--- src/rtl/bus_arbiter_pkg.sv ---
// Shared bus definitions for the 4-master system bus arbiter: master count,
// owner index type, fixed owner codes and the active-low enable levels used
// for request and grant comparisons.
package bus_arbiter_pkg;

    localparam int BUS_MASTER_CH      = 4;
    localparam int BUS_MASTER_INDEX_W = 2;

    typedef logic [BUS_MASTER_INDEX_W-1:0] BusOwnerBus;

    localparam BusOwnerBus BUS_OWNER_MASTER_0 = 2'd0;
    localparam BusOwnerBus BUS_OWNER_MASTER_1 = 2'd1;
    localparam BusOwnerBus BUS_OWNER_MASTER_2 = 2'd2;
    localparam BusOwnerBus BUS_OWNER_MASTER_3 = 2'd3;

    // Request and grant lines are active-low.
    localparam logic ENABLE_  = 1'b0;
    localparam logic DISABLE_ = 1'b1;

endpackage

--- src/rtl/bus_arbiter_rr_pick.sv ---
// Combinational round-robin picker. Scans owner+1, owner+2, owner+3 (mod 4)
// and returns the first active requester. The current owner is never picked;
// valid is low when nobody else is requesting.
module bus_arb_rr_pick
    import bus_arbiter_pkg::*;
(
    input  BusOwnerBus               owner,
    input  logic [BUS_MASTER_CH-1:0] req,
    output BusOwnerBus               next_owner,
    output logic                     valid
);

    BusOwnerBus cand;

    // Walk from the farthest offset down so the nearest requester wins.
    always_comb begin
        next_owner = owner;
        valid      = 1'b0;
        cand       = owner;
        for (int i = BUS_MASTER_CH - 1; i >= 1; i--) begin
            cand = owner + BUS_MASTER_INDEX_W'(i);
            if (req[cand]) begin
                next_owner = cand;
                valid      = 1'b1;
            end
        end
    end

endmodule

--- src/rtl/bus_arbiter.sv ---
// Round-robin arbiter for the shared 4-master bus. Active-low requests in,
// exactly one registered active-low grant out; the grant parks on the last
// owner when the bus is idle.
// Optional feature: define BUS_ARB_TIMEOUT_EN to build the tenure counter
// that forces rotation after TIMEOUT_CYCLES while another master waits.
module bus_arbiter
    import bus_arbiter_pkg::*;
#(
    parameter int TIMEOUT_CYCLES = 16,
    parameter int TMO_W          = 5
) (
    input  logic       clk,
    input  logic       reset,
    input  logic       m0_req_,
    input  logic       m1_req_,
    input  logic       m2_req_,
    input  logic       m3_req_,
    output logic       m0_grnt_,
    output logic       m1_grnt_,
    output logic       m2_grnt_,
    output logic       m3_grnt_,
    output logic [1:0] owner,
    output logic       tmo_evt
);

    if ((2 ** TMO_W) <= TIMEOUT_CYCLES) begin : g_bad_cfg
        $error("bus_arbiter: TMO_W too narrow for TIMEOUT_CYCLES");
    end

    logic [BUS_MASTER_CH-1:0] req;
    BusOwnerBus               owner_q;
    logic [BUS_MASTER_CH-1:0] grnt_n_q;
    logic [BUS_MASTER_CH-1:0] grnt_n_next;
    BusOwnerBus               pick_idx;
    logic                     pick_valid;
    logic                     owner_req;
    logic                     rotate;

    assign req = {m3_req_ == ENABLE_, m2_req_ == ENABLE_,
                  m1_req_ == ENABLE_, m0_req_ == ENABLE_};

    assign owner_req = req[owner_q];

    // One picker serves both the voluntary release and the forced rotation.
    bus_arb_rr_pick u_pick (
        .owner      (owner_q),
        .req        (req),
        .next_owner (pick_idx),
        .valid      (pick_valid)
    );

    // Grant pattern for the picked master, built ahead of the register.
    always_comb begin
        grnt_n_next = {BUS_MASTER_CH{DISABLE_}};
        grnt_n_next[pick_idx] = ENABLE_;
    end

`ifdef BUS_ARB_TIMEOUT_EN
    logic [TMO_W-1:0] tenure_cnt;
    logic             timeout_hit;
    logic             tmo_evt_q;

    assign timeout_hit = owner_req && pick_valid &&
                         (tenure_cnt == TMO_W'(TIMEOUT_CYCLES - 1));
    assign rotate      = (!owner_req && pick_valid) || timeout_hit;
    assign tmo_evt     = tmo_evt_q;

    // Tenure only accumulates while the owner holds and someone else waits.
    always_ff @(posedge clk) begin
        if (reset) begin
            tenure_cnt <= '0;
            tmo_evt_q  <= 1'b0;
        end else if (rotate) begin
            tenure_cnt <= '0;
            tmo_evt_q  <= timeout_hit;
        end else begin
            tenure_cnt <= (owner_req && pick_valid) ? tenure_cnt + 1'b1 : '0;
            tmo_evt_q  <= 1'b0;
        end
    end
`else
    assign rotate  = !owner_req && pick_valid;
    assign tmo_evt = 1'b0;
`endif

    // Owner and grants move together so the grant never passes through all-high.
    always_ff @(posedge clk) begin
        if (reset) begin
            owner_q  <= BUS_OWNER_MASTER_0;
            grnt_n_q <= {DISABLE_, DISABLE_, DISABLE_, ENABLE_};
        end else if (rotate) begin
            owner_q  <= pick_idx;
            grnt_n_q <= grnt_n_next;
        end
    end

    assign owner    = owner_q;
    assign m0_grnt_ = grnt_n_q[0];
    assign m1_grnt_ = grnt_n_q[1];
    assign m2_grnt_ = grnt_n_q[2];
    assign m3_grnt_ = grnt_n_q[3];

endmodule

--- config.mk ---
export PLATFORM = sky130hd
export DESIGN_NAME = bus_arbiter
export DESIGN_NICKNAME = d
export VERILOG_FILES = /design/src/rtl/bus_arbiter_pkg.sv /design/src/rtl/bus_arbiter_rr_pick.sv /design/src/rtl/bus_arbiter.sv
export SDC_FILE = /design/constraint.sdc
export NUM_CORES = 1
export LEC_CHECK = 0
export ABC_AREA = 1
export BUFFER_PORTS_ARGS = -buffer_cell sky130_fd_sc_hd__buf_2
export CAP_MARGIN = 20
export CORE_UTILIZATION = 35
export DETAILED_ROUTE_END_ITERATION = 10
export GPL_TIMING_DRIVEN = 1
export PLACE_DENSITY_LB_ADDON = 0.05
export SLEW_MARGIN = 20
export SYNTH_ARGS = -nofsm -noshare
export SYNTH_HDL_FRONTEND = slang
export SYNTH_SLANG_ARGS = --single-unit
--- constraint.sdc ---
create_clock -name clk -period 1.3 [get_ports clk]
set_input_delay 0.26 -clock clk [delete_from_list [all_inputs] [get_ports clk]]
set_output_delay 0.26 -clock clk [all_outputs]
set_load 0.03 [all_outputs]
---- Yosys cells after proc, flatten, opt, wreduce, memory -nomap -nowiden ----
Cells that the tools add are included.
cells by class
  add/subtract/negate cells ............... 3
  multipliers ............................. 0
  divide/modulo/power cells ............... 0
  order comparisons ....................... 6
  equal/unequal tests ..................... 0
  shift-type cells ........................ 0
  mux-type cells .......................... 16
  bitwise logic cells ..................... 5
  reduce and logical (&&, ||, !) cells .... 3
operator list
  cell                 number
  $lt 2x3->1 const B   5
  $bmux 1 s2           4
  $mux 1               8
  $mux 2               3
  $add 2x2->2 const B  2
  $not 1->1            4
  $not 4->4            1
  $add 2x1->2 const B  1
  $demux 1 s2          1
  $ge 2x1->1 const B   1
  $logic_and 1x1->1    2
  $logic_not 1->1      1
word-level totals
  register bits after elaboration ......... 6
  bits in latches ......................... 0
  memory bits (writable) .................. 0
  memory bits (read-only) ................. 0
  output and inout port bits .............. 7
  word-level logic and storage cells ...... 35
  memories kept ........................... 0

---- Longest topological paths before layout ----
Gate-level depths: netlist (run 1).
  word-level depth ........................ 11
  gate-level depth with buffers ........... 12

---- Modules after synthesis ----
A second synthesis (run 1) with hierarchy kept.
second synthesis, totals
  cell total of the unflattened synthesis .. 95
  area, all modules ....................... 544.3 µm²
modules (own cells, without submodules)
  module           times used  cells an instance  area each (µm²)
  bus_arbiter      1           49                 332.8
  bus_arb_rr_pick  1           46                 211.5

---- Worst setup path before layout (run 1) ----
No wires, ideal clock.
  kind .................................... register to register
  start ................................... register owner_q[0], in the netlist owner[0]
  end ..................................... register grnt_n_q[3]
  setup time .............................. 0.121 ns
  arrival ................................. 1.466 ns
  data required time ...................... 1.179 ns
  path slack .............................. -0.286 ns
  stages on the path, launching flop included .. 10
  path buffers ............................ 1
  cell sequence ........................... dfxtp_1 > buf_6 > nand2_1 > nand2_2 > nand3_2 > o21ai_4 > inv_2 > or2_0 > nand2_1 > nand3_1
between the ends
  cells in the longest elaborated chain, start to end .. 11
RTL lines
  what                                                            RTL line                   text
  start: declaration                                              bus_arbiter.sv:31          BusOwnerBus owner_q;
  start signal: assignment                                        bus_arbiter.sv:92          owner_q <= pick_idx;
  $add 2x2->2                                                     bus_arbiter_rr_pick.sv:21  cand = owner + BUS_MASTER_INDEX_W'(i);
  $bmux 1 s2                                                      bus_arbiter_rr_pick.sv:22  if (req[cand]) begin
  $mux 1 (implied by the code)                                    bus_arbiter_rr_pick.sv:22
  $mux 2 (3 in a row)                                             bus_arbiter_rr_pick.sv:22
  $lt 2x3->1 (implied by the code) or $ge 2x1->1 (tied branches)  bus_arbiter.sv:55          grnt_n_next[pick_idx] = ENABLE_;
  $logic_and 1x1->1 (implied by the code)                         bus_arbiter.sv:55
  $mux 1 (implied by the code)                                    bus_arbiter.sv:55
  $demux 1 s2                                                     bus_arbiter.sv:55
  $not 4->4 (no line)                                             -
  end signal: assignment                                          bus_arbiter.sv:90          grnt_n_q <= {DISABLE_, DISABLE_, DISABLE_, ENABLE_};
  end signal: assignment                                          bus_arbiter.sv:93          grnt_n_q <= grnt_n_next;
  end: declaration                                                bus_arbiter.sv:32          logic [BUS_MASTER_CH-1:0] grnt_n_q;
Several ways; a longest one is shown, not always the timed one. The select of a mux whose other input is x is not followed.
A chain may end at the register's enable or synchronous reset.

---- Final worst setup path (run 1) ----
Ends and elaborated chain as after synthesis.

==> metrics.cfg, run 1 <==
[setup_path]
criticalPathCategory=flip-flop to flip-flop
cpPeakStageDelay_ns=0.41
cpMostUsedCell=nand2_2
crit_fanout=6
crit_required_ns=1.42
worstSetupStartpointType=flip-flop
cpLargestDelayFamily=simple AND/OR/NAND/NOR gates
crit_buf_inv=1
critPathArrivalTime_ns=1.48
path_cells=buf_6 > nand2_1 > nand2_2 > nand2_2 > nand2_2 > nand2_2 > nand3_2 > nand3_2 > nand2_1 > nand3_1
critPathCaptureType=flip-flop
crit_slowest_cell=dfxtp_4

[global_route]
grt_max_degree=9
grtUsageTotal_pct=18.9
grt-ovfl-total=0
grt_first_pass_wirelength_um=2010
antenna_found_initial=0
grt_pass1_vias=470

[floorplan]
fp.coreArea_mm2=0.00130
rows=13
fp.dieArea_mm2=0.00156
die_y_um=39.5
ios=13
fp.dieW_um=39.5
start_util_pct=37.9

[timing]
rsz0062_at_grt=true
drv_slew=0
min_period_ns=1.36
period_share_pct=105
timing.setup.tns_ns=-0.142
final_hold_viol_count=0
finalSetupViolations=4
fmax_mhz=736
worst_slack_ns=-0.0586
skew_ns=0.00844

[drt]
routed_wirelength_um=1210
routed-via-count=572
postRouteAntennaNets=0
drcViolationCount=0
wl_per_cell_um=9.86
drt_iter0_drc=16
via_per_inst=4.65
drt-pass1-iter-count=4

[clock_network]
cts_root_buffer=clkbuf_4
clk_latency_ns=0.25
numCtsBuffers=3
cts_htree_levels=1
cts.sinks=6
hold_buffers=0
tritoncts=done
clockBufferDepth=2
cts.reportedPaths.clkPinSlew_ns=0.05

[yosys]
synthTopCellsByArea=nand2_1 33%, dfxtp_1 24%, nand3_1 6.1%
synth_most_common_cell=nand2_1
yosysWarnings=0
synth_top_area_share_pct=32.7
seq_area_frac_synth_pct=24.4
ys_ff_latch=6
synth_commonest_cells=43 x nand2_1, 8 x inv_1, 6 x dfxtp_1, 6 x nand3_1
ys.flop_type=dfxtp_1
netlist_area_um2=493
syn-num-nets=92
synthArstFlopShare_pct=0
syn_inst=86
synthDistinctLibCells=15
synth_area_leader_cell=nand2_1
synth_edf_count=0
avgSynthCellArea_um2=5.73

[placed_design]
placed_area_um2=603
place_ws_ns=-0.0548
place_congestion=0.814
io_buffers=11
place_inst=116
hpwl_um=858

[final_layout]
stdcell_area_um2=791
num-fill-cells=128
finalNonFillerCells=123
drive_above_1_share_pct=61.1
layout.nets=115
fin_util_pct=60.8
areaGrowthSynthToFinish_pct=60.4
insertedDiodeCount=0

[run_status]
violations=negative setup slack
status=finished, violations left

[worst_hold_path]
timing.hold.worst.class=primary input to flip-flop

[flow_run]
max_cap_violations=0

[power]
p_leak_nw=0.431
p_per_area_mw_per_mm2=2220
vdd_ir_drop_max_v=0.000864

-- worst register-to-register path, cell delays in order, from the launching register on --
cell and delay (ns):
dfxtp_4 0.41, buf_6 0.15, nand2_1 0.07, nand2_2 0.08, nand2_2 0.05, nand2_2 0.07
nand2_2 0.06, nand3_2 0.08, nand3_2 0.11, nand2_1 0.08, nand3_1 0.06
-- per-stage QoR --
stage,power (W),hold WS [ns]
final,0.00176,0.202
after global routing,0.00192,0.193
after CTS,0.00158,0.195
after detailed placement,0.00124,0.460
after global placement,0.00124,0.462
after floorplan,0.000998,0.319
-- final timing paths --
| check | slack [ns] | startpoint | depth (start not counted) | to |
|---|---|---|---|---|
| worst min register to register | 0.47 | grnt_n_q[1] | 2 | grnt_n_q[1] |
| worst min-delay path | 0.20 | reset | 2 | owner[0] |
| worst max-delay path | -0.06 | owner[0] | 10 | grnt_n_q[3] |
| worst max register to register | -0.06 | owner[0] | 10 | grnt_n_q[3] |
-- repair_timing --
action                                  CTS  global route
endpoints found under the setup margin    6             7
resized for setup                        21            23
pin swaps                                14            16
buffers inserted                          3             1
gates cloned                              0             0
-- per-layer routing --
layer / global-route usage (%) / vias up / wire length (µm)
met5: 0 / - / 0
met4: 0 / 0 / 0
met3: 8.52 / 0 / 67
met2: 25.8 / 15 / 549
met1: 28.2 / 255 / 595
li1: - / 302 / -
-- logic make-up after synthesis --
logic type	share of synthesized area [%]
flip-flops	24.4
buffers and inverters	14.5
AO/OA/AOI/OAI	7.36
other	0.761
AND/OR/NAND/NOR	53.0
-- cell type report --
class | instances | area, µm² | share of cell area (%)
clock buffer | 4 | 26.3 | 3.32
multi-input combinational | 66 | 432 | 54.6
tap | 15 | 18.8 | 2.37
sequential | 6 | 125 | 15.8
timing repair buffer | 20 | 136 | 17.2
inverter | 12 | 52.6 | 6.65
-- layout by cell type, fill, tap and decap left out --
cell type / count
a21oi_1: 4
buf_2: 10
buf_4: 7
buf_6: 3
clkbuf_1: 1
clkbuf_4: 3
conb_1: 1
dfxtp_1: 4
dfxtp_2: 1
dfxtp_4: 1
inv_1: 7
inv_2: 4
inv_8: 1
nand2_1: 18
nand2_2: 18
nand2_4: 10
nand3_1: 3
nand3_2: 6
nor2_1: 3
nor2_2: 1
o21ai_4: 1
or2_0: 1
-- report_power, final --
part           internal [W]  leakage, nW  switching, W
clock network      0.000117       0.0150     0.0000725
logic              0.000495        0.365      0.000764
registers          0.000251       0.0507     0.0000582
-- flip-flops by register name, summed over array words and instances (netlist names) --
signal    cells
owner         2
grnt_n_q      4
No activity file was read; power rests on OpenSTA's default activity.
==> run 2: changes to the inputs <==
Clock period 1.3 ns to 1.45 ns, I/O delays scaled along.
==> metrics.cfg, run 2 (same netlist as run 1, synthesis figures left out) <==
[run_status]
status=finished clean  ; was finished, violations left

[final_layout]
mostFrequentLayoutCells=30 x nand2_1, 14 x nand2_2, 11 x buf_2  ; was 18 x nand2_2, 18 x nand2_1, 10 x nand2_4, 10 x buf_2
drive_above_1_share_pct=45.6  ; was 61.1%
insertedDiodeCount=0  ; unchanged
layout.nets=110  ; was 115
largest_reg_flops=4  ; unchanged
stdcell_area_um2=693  ; was 791 µm²
layout.cells.most_common=nand2_1
areaGrowthSynthToFinish_pct=40.6  ; was 60.4%
num-fill-cells=131  ; was 128
top_register=grnt_n_q  ; unchanged

[flow_run]
max_cap_violations=0  ; unchanged

[power]
intPower_w=0.000670  ; was 0.000863 W
clkPwrFrac_pct=12.3  ; was 10.8%
vdd_ir_drop_max_v=0.000791  ; was 0.000864 V
p_switching_w=0.000723  ; was 0.000895 W
p_comb_share_pct=67.5  ; was 71.6%
seqPwrFrac_pct=20.2  ; was 17.6%
p_per_area_mw_per_mm2=2010  ; was 2220 mW/mm²
p_leak_nw=0.386  ; was 0.431 nW
netSwitchingFraction_pct=51.9  ; was 50.9%

[floorplan]
fp.coreArea_mm2=0.00130  ; unchanged
ios=13  ; unchanged
die_y_um=39.5  ; unchanged
fp.dieArea_mm2=0.00156  ; unchanged
rows=13  ; unchanged
fp.dieW_um=39.5  ; unchanged
start_util_pct=37.9  ; unchanged

[drt]
routed_wirelength_um=1180  ; was 1210 µm
drt_iter0_drc=7  ; was 16
routed-via-count=550  ; was 572
drcViolationCount=0  ; unchanged
drt-pass1-iter-count=4  ; unchanged
postRouteAntennaNets=0  ; unchanged
wl_per_cell_um=10.0  ; was 9.86 µm
via_per_inst=4.66  ; was 4.65

[timing]
finalSetupViolations=0  ; was 4
rsz0062_at_grt=true  ; unchanged
fmax_mhz=711  ; was 736 MHz
drv_slew=0  ; unchanged
worst_slack_ns=0.0431  ; was -0.0586 ns
final_hold_viol_count=0  ; unchanged
period_share_pct=97.0  ; was 105%
skew_ns=0.00730  ; was 0.00844 ns
min_period_ns=1.41  ; was 1.36 ns
final.hold.worst_slack_ns=0.237  ; was 0.202 ns

[clock_network]
cts.reportedPaths.clkPinSlew_ns=0.05  ; about the same
cts_root_buffer=clkbuf_4  ; unchanged
cts.sinks=6  ; unchanged
cts_htree_levels=1  ; unchanged
clk_latency_ns=0.25  ; about the same
tritoncts=done  ; unchanged
clockBufferDepth=2  ; unchanged
numCtsBuffers=3  ; unchanged

[global_route]
antenna_found_initial=0  ; unchanged
grtUsageTotal_pct=17.7  ; was 18.9%
grt_pass1_vias=442  ; was 470
grt_first_pass_wirelength_um=1770  ; was 2010 µm
grt_max_degree=12  ; was 9
grt-ovfl-total=0  ; unchanged

[placed_design]
hpwl_um=860  ; was 858 µm
io_buffers=11  ; unchanged
place_ws_ns=0.0727  ; was -0.0548 ns
place_congestion=0.782  ; was 0.814
placed_area_um2=561  ; was 603 µm²

[setup_path]
critPathCaptureType=flip-flop  ; unchanged
critPathArrivalTime_ns=1.54  ; was 1.48 ns
worstSetupStartpointType=flip-flop  ; unchanged
crit_fanout=5  ; was 6
criticalPathCategory=flip-flop to flip-flop  ; unchanged
crit_required_ns=1.58  ; was 1.42 ns
critPathLaunch=owner[0]  ; unchanged
r2r-start=owner[0]  ; unchanged

[worst_hold_path]
min_from=reset  ; unchanged
timing.hold.worst.class=primary input to flip-flop  ; unchanged

[run 2: cell types whose count changed in the layout (fill, tap and decap cells not counted), sizes merged]
cell and delta:
buf -5
[run 2: timing repair]
item | in CTS | in global routing
hold buffers | 0 | 0
setup buffers | 0 | 3
gates resized for setup | 0 | 27
endpoints found under the setup margin | 0 | 6
[run 2: worst paths after layout]
check	to	slack, ns	depth (start not counted)
max	grnt_n_q[3]	0.04	9
min	owner[0]	0.24	2
max reg2reg	grnt_n_q[3]	0.04	9
min reg2reg	grnt_n_q[1]	0.48	2
[run 2: per-stage QoR]
step                util (%)  setup TNS, ns  power [W]  std cells
floorplan                  -              0   0.000878         86
global route            53.3        -0.0488    0.00152        118
global placement        43.1              0    0.00104        111
detailed placement      43.1              0    0.00103        111
CTS                     45.1              0    0.00122        115
finish                  53.3              0    0.00139        118
[run 2: worst max-delay path, stage by stage (launching register included)]
cell and delay (ns):
dfxtp_4 0.40, buf_6 0.14, nand2_4 0.05, nand3_4 0.07
nand2_4 0.06, o21ai_4 0.15, inv_2 0.08, or2_0 0.22
nand2_1 0.06, nand3_1 0.05
[run 2: power groups by stage]
stage	Combinational (W)	Clock, W	Sequential [W]
final	0.000940	0.000172	0.000281
after global routing	0.00103	0.000188	0.000294
after CTS	0.000753	0.000182	0.000283
after global placement	0.000754	0	0.000285
after floorplan	0.000514	0	0.000363
after detailed placement	0.000748	0	0.000286
[run 2: cell type report]
type	count	area (µm²)	share of cell area, %
clock buffer	4	26.3	3.79
sequential	6	128	18.4
timing repair buffer	15	92.6	13.4
inverter	12	55.1	7.94
multi-input combinational	66	373	53.8
tap	15	18.8	2.71
[run 2: routing by layer]
| metal | up-vias | share of wire (%) | GRT usage (%) |
|---|---|---|---|
| met5 | - | 0 | 0 |
| met4 | 0 | 2.2 | 12.9 |
| met3 | 4 | 2.5 | 1.70 |
| met2 | 8 | 45 | 25.0 |
| met1 | 242 | 50 | 24.3 |
| li1 | 296 | - | - |
